### config.mk
export PLATFORM = sky130hd
export DESIGN_NAME = sram_fifo_ctrl
export DESIGN_NICKNAME = d
export VERILOG_FILES = /design/src/rtl/sram_fifo_pkg.sv /design/src/rtl/sram_fifo_ctrl.sv
export SDC_FILE = /design/constraint.sdc
export NUM_CORES = 1
export LEC_CHECK = 0
export ABC_AREA = 1
export BUFFER_PORTS_ARGS = -buffer_cell sky130_fd_sc_hd__buf_2
export CAP_MARGIN = 20
export CORE_MARGIN = 5
export CORE_UTILIZATION = 58
export DETAILED_ROUTE_END_ITERATION = 6
export PLACE_DENSITY = 0.89
export SYNTH_ARGS = -nofsm -noshare
export SYNTH_HDL_FRONTEND = slang
export SYNTH_SLANG_ARGS = --single-unit
export TNS_END_PERCENT = 10
### constraint.sdc
create_clock -name clk_i -period 5.05 [get_ports clk_i]
set_input_delay 1.01 -clock clk_i [delete_from_list [all_inputs] [get_ports clk_i]]
set_output_delay 1.01 -clock clk_i [all_outputs]
set_load 0.02 [all_outputs]
### src/rtl/sram_fifo_pkg.sv
// rtl/sram_fifo_pkg.sv - shared types and default sizing for the SRAM FIFO controller
package sram_fifo_pkg;

   typedef enum logic [1:0] {
      PRE  = 2'd0,
      RST  = 2'd1,
      POST = 2'd2,
      RUN  = 2'd3
   } ctrl_state_e;

   localparam int unsigned SRAM_FIFO_DEPTH = 512;
   localparam int unsigned SRAM_FIFO_PRE   = 4;
   localparam int unsigned SRAM_FIFO_RST   = 5;
   localparam int unsigned SRAM_FIFO_POST  = 5;

endpackage

### src/rtl/sram_fifo_ctrl.sv
// rtl/sram_fifo_ctrl.sv - reset sequencer, enable gating and occupancy count for the block-RAM FIFO macro
// Optional sticky error reporting is built when SRAM_FIFO_ERR_EN is defined.
module sram_fifo_ctrl
   import sram_fifo_pkg::*;
#(
   parameter int unsigned DEPTH       = SRAM_FIFO_DEPTH,
   parameter int unsigned PRE_CYCLES  = SRAM_FIFO_PRE,
   parameter int unsigned RST_CYCLES  = SRAM_FIFO_RST,
   parameter int unsigned POST_CYCLES = SRAM_FIFO_POST,
   parameter int unsigned CNT_W       = $clog2(DEPTH + 1)
) (
   input  logic             clk_i,
   input  logic             rst_ni,
   input  logic             flush_i,
   input  logic             push_i,
   input  logic             pop_i,
   output logic             ready_o,
   output logic             full_o,
   output logic             empty_o,
   output logic [CNT_W-1:0] usage_o,
   output logic             err_o,
   input  logic             err_clr_i,
   output logic             fifo_rst_o,
   output logic             fifo_wren_o,
   output logic             fifo_rden_o,
   input  logic             fifo_full_i,
   input  logic             fifo_empty_i,
   input  logic             fifo_wrerr_i,
   input  logic             fifo_rderr_i
);

   localparam int unsigned CYC_MAX_A = (PRE_CYCLES > RST_CYCLES) ? PRE_CYCLES : RST_CYCLES;
   localparam int unsigned CYC_MAX   = (CYC_MAX_A > POST_CYCLES) ? CYC_MAX_A : POST_CYCLES;
   localparam int unsigned CYC_W     = (CYC_MAX > 1) ? $clog2(CYC_MAX) : 1;
   localparam logic [CNT_W-1:0] DEPTH_C = CNT_W'(DEPTH);

   ctrl_state_e      state_q, state_d;
   logic [CYC_W-1:0] cyc_q, cyc_d;
   logic [CNT_W-1:0] usage_q, usage_d;
   logic             run;
   logic             wren, rden;

   assign run     = (state_q == RUN);
   assign ready_o = run;
   assign full_o  = ~run | fifo_full_i;
   assign empty_o = ~run | fifo_empty_i;
   assign usage_o = usage_q;

   // Flush takes priority: a push or pop in the flush cycle never reaches the macro.
   assign wren        = push_i & ~full_o  & ~flush_i;
   assign rden        = pop_i  & ~empty_o & ~flush_i;
   assign fifo_wren_o = wren;
   assign fifo_rden_o = rden;
   assign fifo_rst_o  = (state_q == RST);

   always_comb begin
      state_d = state_q;
      cyc_d   = cyc_q;
      usage_d = usage_q;
      case (state_q)
         PRE: begin
            if (cyc_q == '0) begin
               state_d = RST;
               cyc_d   = CYC_W'(RST_CYCLES - 1);
            end else begin
               cyc_d = cyc_q - CYC_W'(1);
            end
         end
         RST: begin
            if (cyc_q == '0) begin
               state_d = POST;
               cyc_d   = CYC_W'(POST_CYCLES - 1);
            end else begin
               cyc_d = cyc_q - CYC_W'(1);
            end
         end
         POST: begin
            if (cyc_q == '0) begin
               state_d = RUN;
            end else begin
               cyc_d = cyc_q - CYC_W'(1);
            end
         end
         RUN: begin
            if (flush_i) begin
               state_d = PRE;
               cyc_d   = CYC_W'(PRE_CYCLES - 1);
               usage_d = '0;
            end else if (wren && !rden && usage_q != DEPTH_C) begin
               usage_d = usage_q + CNT_W'(1);
            end else if (rden && !wren && usage_q != '0) begin
               usage_d = usage_q - CNT_W'(1);
            end
         end
         default: begin
            state_d = RST;
            cyc_d   = CYC_W'(RST_CYCLES - 1);
         end
      endcase
   end

   always_ff @(posedge clk_i) begin
      if (!rst_ni) begin
         state_q <= RST;
         cyc_q   <= CYC_W'(RST_CYCLES - 1);
         usage_q <= '0;
      end else begin
         state_q <= state_d;
         cyc_q   <= cyc_d;
         usage_q <= usage_d;
      end
   end

`ifdef SRAM_FIFO_ERR_EN
   logic err_q, err_d, err_set;

   // Over/underflow means the count disagrees with what the macro accepted.
   assign err_set = (run & (fifo_wrerr_i | fifo_rderr_i |
                            (push_i & fifo_full_i) | (pop_i & fifo_empty_i)))
                  | (wren & ~rden & (usage_q == DEPTH_C))
                  | (rden & ~wren & (usage_q == '0));

   always_comb begin
      err_d = err_q;
      if (err_set) begin
         err_d = 1'b1;
      end else if (err_clr_i) begin
         err_d = 1'b0;
      end
   end

   always_ff @(posedge clk_i) begin
      if (!rst_ni) begin
         err_q <= 1'b0;
      end else begin
         err_q <= err_d;
      end
   end

   assign err_o = err_q;
`else
   logic unused_err_inputs;

   assign unused_err_inputs = ^{err_clr_i, fifo_wrerr_i, fifo_rderr_i};
   assign err_o             = 1'b0;
`endif

endmodule

After elaboration in Yosys (flattened, before gate mapping)
Index checks and enable logic that the tools add are counted.

Bits in registers: 15.

Add/sub/neg operators: 3. Equal/unequal tests: 9. Mux-type cells: 12. Bitwise gates (word level): 10. Reductions and logical operators: 14.

Operators with widths (count): 10-bit 2-to-1 mux (3); 10-bit by 1-bit adder with 10-bit output, second input constant (1); 10-bit inequality test, second input constant (1); 10-bit nonzero test (1); 10-bit by 1-bit subtractor with 10-bit output, second input constant (1); 3-bit 2-to-1 mux (3); 3-bit one-hot mux with 3 select lines (1); 2-bit 2-to-1 mux (4); 2-bit inequality test, second input constant (4); 2-bit one-hot mux with 4 select lines (1); 1-bit AND (4); 2-bit equality test, second input constant (2); 1-bit logical AND (4); 1-bit inverter (4); 2-bit AND reduction (2); 4-bit AND reduction (1); 3-bit logical NOT (1); 3-bit nonzero test (1); 3-bit by 1-bit subtractor with 3-bit output, second input constant (1); 2-bit by 1-bit equality test with 1-bit output, second input constant (1); 1-bit logical NOT (2); 2-bit logical NOT (1); 2-bit by 1-bit inequality test with 1-bit output, second input constant (1); 1-bit bitwise OR (2); 2-bit OR reduction (1).

Longest topological paths before layout
Depth in word-level cells: 12. Gate-level depth with buffers: 17.

Least setup slack after synthesis
OpenSTA, ideal clock, no wires.

Kind: in2reg. Start point: in push_i. End point: reg usage_q[5] (netlist: usage_o[5]). Library setup time: 0.064 ns. Data arrival time: 2.562 ns. Required time: 4.986 ns. Setup slack: 2.424 ns. Stages: 14. Buffers on the path: 0. Cells stage by stage: inv_1 -> nor2_1 -> nand2_2 -> nor2_4 -> nand2_4 -> ha_1 -> or2_1 -> nand3_1 -> nand2_1 -> a21oi_1 -> o21ai_0 -> nand2_1 -> nand2_1 -> nor2_1.

Cells in the longest elaborated chain, start to end: 7.

RTL lines: start: declaration (RTL line sram_fifo_ctrl.sv:15) `input logic push_i,`; 1-bit AND * (2 in a row) (RTL line sram_fifo_ctrl.sv:50) `assign wren = push_i & ~full_o & ~flush_i;`; 1-bit logical NOT (RTL line sram_fifo_ctrl.sv:91) `end else if (rden && !wren && usage_q != '0) begin`; 1-bit logical AND (2 in a row) (RTL line sram_fifo_ctrl.sv:91); 3-bit nonzero test (no line); 2-bit AND reduction (no line); end signal: assignment (RTL line sram_fifo_ctrl.sv:110) `usage_q <= usage_d;`; end: declaration (RTL line sram_fifo_ctrl.sv:39) `logic [CNT_W-1:0] usage_q, usage_d;`.

Every way passes the cells marked *; elsewhere a longest branch is shown, timed or not. A chain may end at the register's enable or synchronous reset.

Worst setup path after layout
Start point: in flush_i. End point: reg usage_q[5] (netlist: usage_o[5]).

Cells in the longest elaborated chain, start to end: 7.

RTL lines: start: declaration (RTL line sram_fifo_ctrl.sv:14) `input logic flush_i,`; 1-bit inverter (RTL line sram_fifo_ctrl.sv:50, sram_fifo_ctrl.sv:51); 1-bit AND, on equally long branches (RTL line sram_fifo_ctrl.sv:51, sram_fifo_ctrl.sv:50); 1-bit logical NOT, on equally long branches (RTL line sram_fifo_ctrl.sv:89, sram_fifo_ctrl.sv:91); 1-bit logical AND, on equally long branches (2 in a row) (RTL line sram_fifo_ctrl.sv:89, sram_fifo_ctrl.sv:91); 3-bit nonzero test (no line) or 10-bit 2-to-1 mux (tied branches); 2-bit AND reduction (no line) or 10-bit 2-to-1 mux (tied branches).

Several ways; a longest one is shown, not always the timed one.

==> run summary <==
Outcome: complete, no violations
Worst EP arrival: 2970 ps
Max clock buf depth: 2
Mean Syn Cell Area: 6.520 um^2
Crit start category: input port
First-pass GRT wire length: 4609 um
Psw: 0.2917 mW
Required time worst endpoint: 5260 ps
Seq pwr share: 27.6%
Yosys cell types: 31
Area leader, netlist: dfxtp_1
Cell Count, Final, Fillers Out: 251
Cell count of the worst hold path: 2
Crit end category: flip-flop
Critical R2R Capture: usage_o[5]$_SDFFE_PN0P_
Syn nets: 224
Initial antenna violation count: 0
Pwr per Cell Area: 419.7 mW/mm^2
Critical path startpoint: flush_i
Initial Utilization: 59.80%
Cell area after synthesis: 0.001297 mm^2
R2R Path Start: state_q[1]$_SDFFE_PN0P_
Worst Hold Class: reg2reg
Layout Area Growth over Synthesis: 12.34%
Top post-synthesis cells by area: dfxtp_1 (23%), nand2_1 (14%), ha_1 (14%)
Drc violations: 0
Iter 0 DRT Violations: 40
First-pass DRT Iterations: 5
Hold buffer count at cts: 0
Setup violators final: 0
Cts bufs inserted: 3
Switching share of power: 47.69%
Final Slew Violations: 0
Crit path max fanout: 13
Wire per inst: 10.53 um
Die area: 0.003283 mm^2
I/O Buffers: 22
Antenna diodes: 0
Fin. Hold Viols: 0
Share of cells above drive strength 1: 17.04%
Top-Level Pins: 27
Critical Path Sink: usage_o[5]$_SDFFE_PN0P_
Highest-count cells in the layout ignoring fill and taps: nand2_1 (47), nor2_1 (26), inv_1 (25)
Worst skew pair latency: 270 ps
Comb power frac: 61.5%
Clock sink count: 15
Share of the yosys chip area belonging to registers: 23.14%
YS warnings: 0
FF+latch count, synth: 15
Antenna-violating nets left: 0
Core area: 0.002170 mm^2
Final period util: 54.47%
Post-synth top area share: 23.14%
Die X: 57.30 um
Routability cong.: 0.8478
H-tree depth: 1
Pint: 0.3200 mW
Clk_skew: 3.473 ps
Max cap viols: 0
Tmin final: 2751 ps
Post-layout nets: 249
Avg Vias per Cell: 5.199
RSZ-0062 raised after global routing: no
Setup bufs post-CTS: 0
Die Ht: 57.30 um
Largest net degree at the start of global routing: 14
Max Freq: 363.5 MHz
Worst-path clk slew: 90 ps
Vias in the first global route: 1,115
Worst reg2reg setup slack: 2410 ps
Most common cell after layout, fill and taps aside: nand2_1
Leak: 0.7970 nW
Gr ovfl total: 0
Total Wirelength: 2644 um
CTS tree: built
Setup TNS: 0 ps
Post-CTS sizing: 0
Root Buffer: clkbuf_4
Maximum vdd ir drop: 0.2807 mV
Via count: 1,305
Min Hold Slack: 504.5 ps
FP Rows: 17
R2R depth: 15
Gr usage total: 17.04%
Worst setup path category: in2reg
HPWL Detailed: 2182 um
Clk pwr share: 10.9%
Inst Count DP: 247
Post-Synthesis Cells: 199
[Yosys cell counts (all sizes together)]
cell type and number:
a211oi 2, a21o 1, a21oi 17, buf 1
clkbuf 1, clkinv 3, conb 1, dfxtp 15
fa 1, ha 14, inv 27, nand2 51
nand3 13, nand3b 2, nor2 28, nor3 1
o211ai 2, o21ai 9, o21bai 2, or2 4
or3 1, xnor2 1, xor2 2
[through the flow]
step	setup slack, ps	power [mW]	instance area (um^2)	utilization, %
after floorplan	2424	0.4698	1297	-
after global placement	2088	0.5375	1431	65.97
after detailed placement	2038	0.5478	1431	65.97
after CTS	2310	0.6149	1458	67.19
after global routing	2164	0.6850	1458	67.19
final	2299	0.6117	1458	67.19
[state kept, by name, indices dropped and copies added (netlist names)]
signal	cells
state_q	2
cyc_q	3
usage_o	10
[critical path: stages]
cell	delay [ps]
buf_2	150
nor2_4	170
nand2_2	90
nor2_4	130
nand2_4	140
ha_1	390
or2_1	250
nand3_1	80
nand2_1	100
a21oi_1	140
o21ai_0	110
nand2_1	80
nand2_1	40
nor2_1	80
[per-layer routing]
metal,GRT usage [%],wire length [um]
met4,2.980,14
met1,21.84,1180
met2,31.16,1332
met5,0,0
met3,1.584,116
[power by group through the flow]
| stage | clock network, mW | registers [mW] | logic, mW |
|---|---|---|---|
| floorplan | 0 | 0.178 | 0.291 |
| global placement | 0 | 0.171 | 0.366 |
| detailed placement | 0 | 0.171 | 0.376 |
| CTS | 0.0680 | 0.169 | 0.378 |
| global route | 0.0732 | 0.173 | 0.439 |
| finish | 0.0668 | 0.169 | 0.376 |
[final cells by class]
type,instances,area (um^2)
Fill cell,207,711.9
Inverter,30,117.6
Clock buffer,4,26.28
Sequential cell,15,300.3
Multi-Input combinational cell,152,868.3
Tap cell,28,35.03
Timing Repair Buffer,22,110.1
[cells by family after synthesis]
logic type / after synthesis / share of synthesized area [%]
AND/OR/NAND/NOR: 100 / 35.49
AO/OA/AOI/OAI: 33 / 14.08
buffers and inverters: 32 / 9.933
adder cells (fa/ha/maj): 15 / 15.04
flip-flops: 15 / 23.14
XOR/XNOR: 3 / 2.025
other: 1 / 0.2890
[how the worst min path moves through the flow]
stage | start | end | slack (ps)
floorplan | cyc_q[1]$_SDFFE_PN0P_ | cyc_q[1]$_SDFFE_PN0P_ | 460
CTS | usage_o[7]$_SDFFE_PN0P_ | usage_o[7]$_SDFFE_PN0P_ | 510
global route | usage_o[7]$_SDFFE_PN0P_ | usage_o[7]$_SDFFE_PN0P_ | 540
finish | cyc_q[1]$_SDFFE_PN0P_ | cyc_q[1]$_SDFFE_PN0P_ | 500
detailed placement | usage_o[7]$_SDFFE_PN0P_ | usage_o[7]$_SDFFE_PN0P_ | 500
global placement | cyc_q[1]$_SDFFE_PN0P_ | cyc_q[1]$_SDFFE_PN0P_ | 490
(Power assumes the default switching activity.)
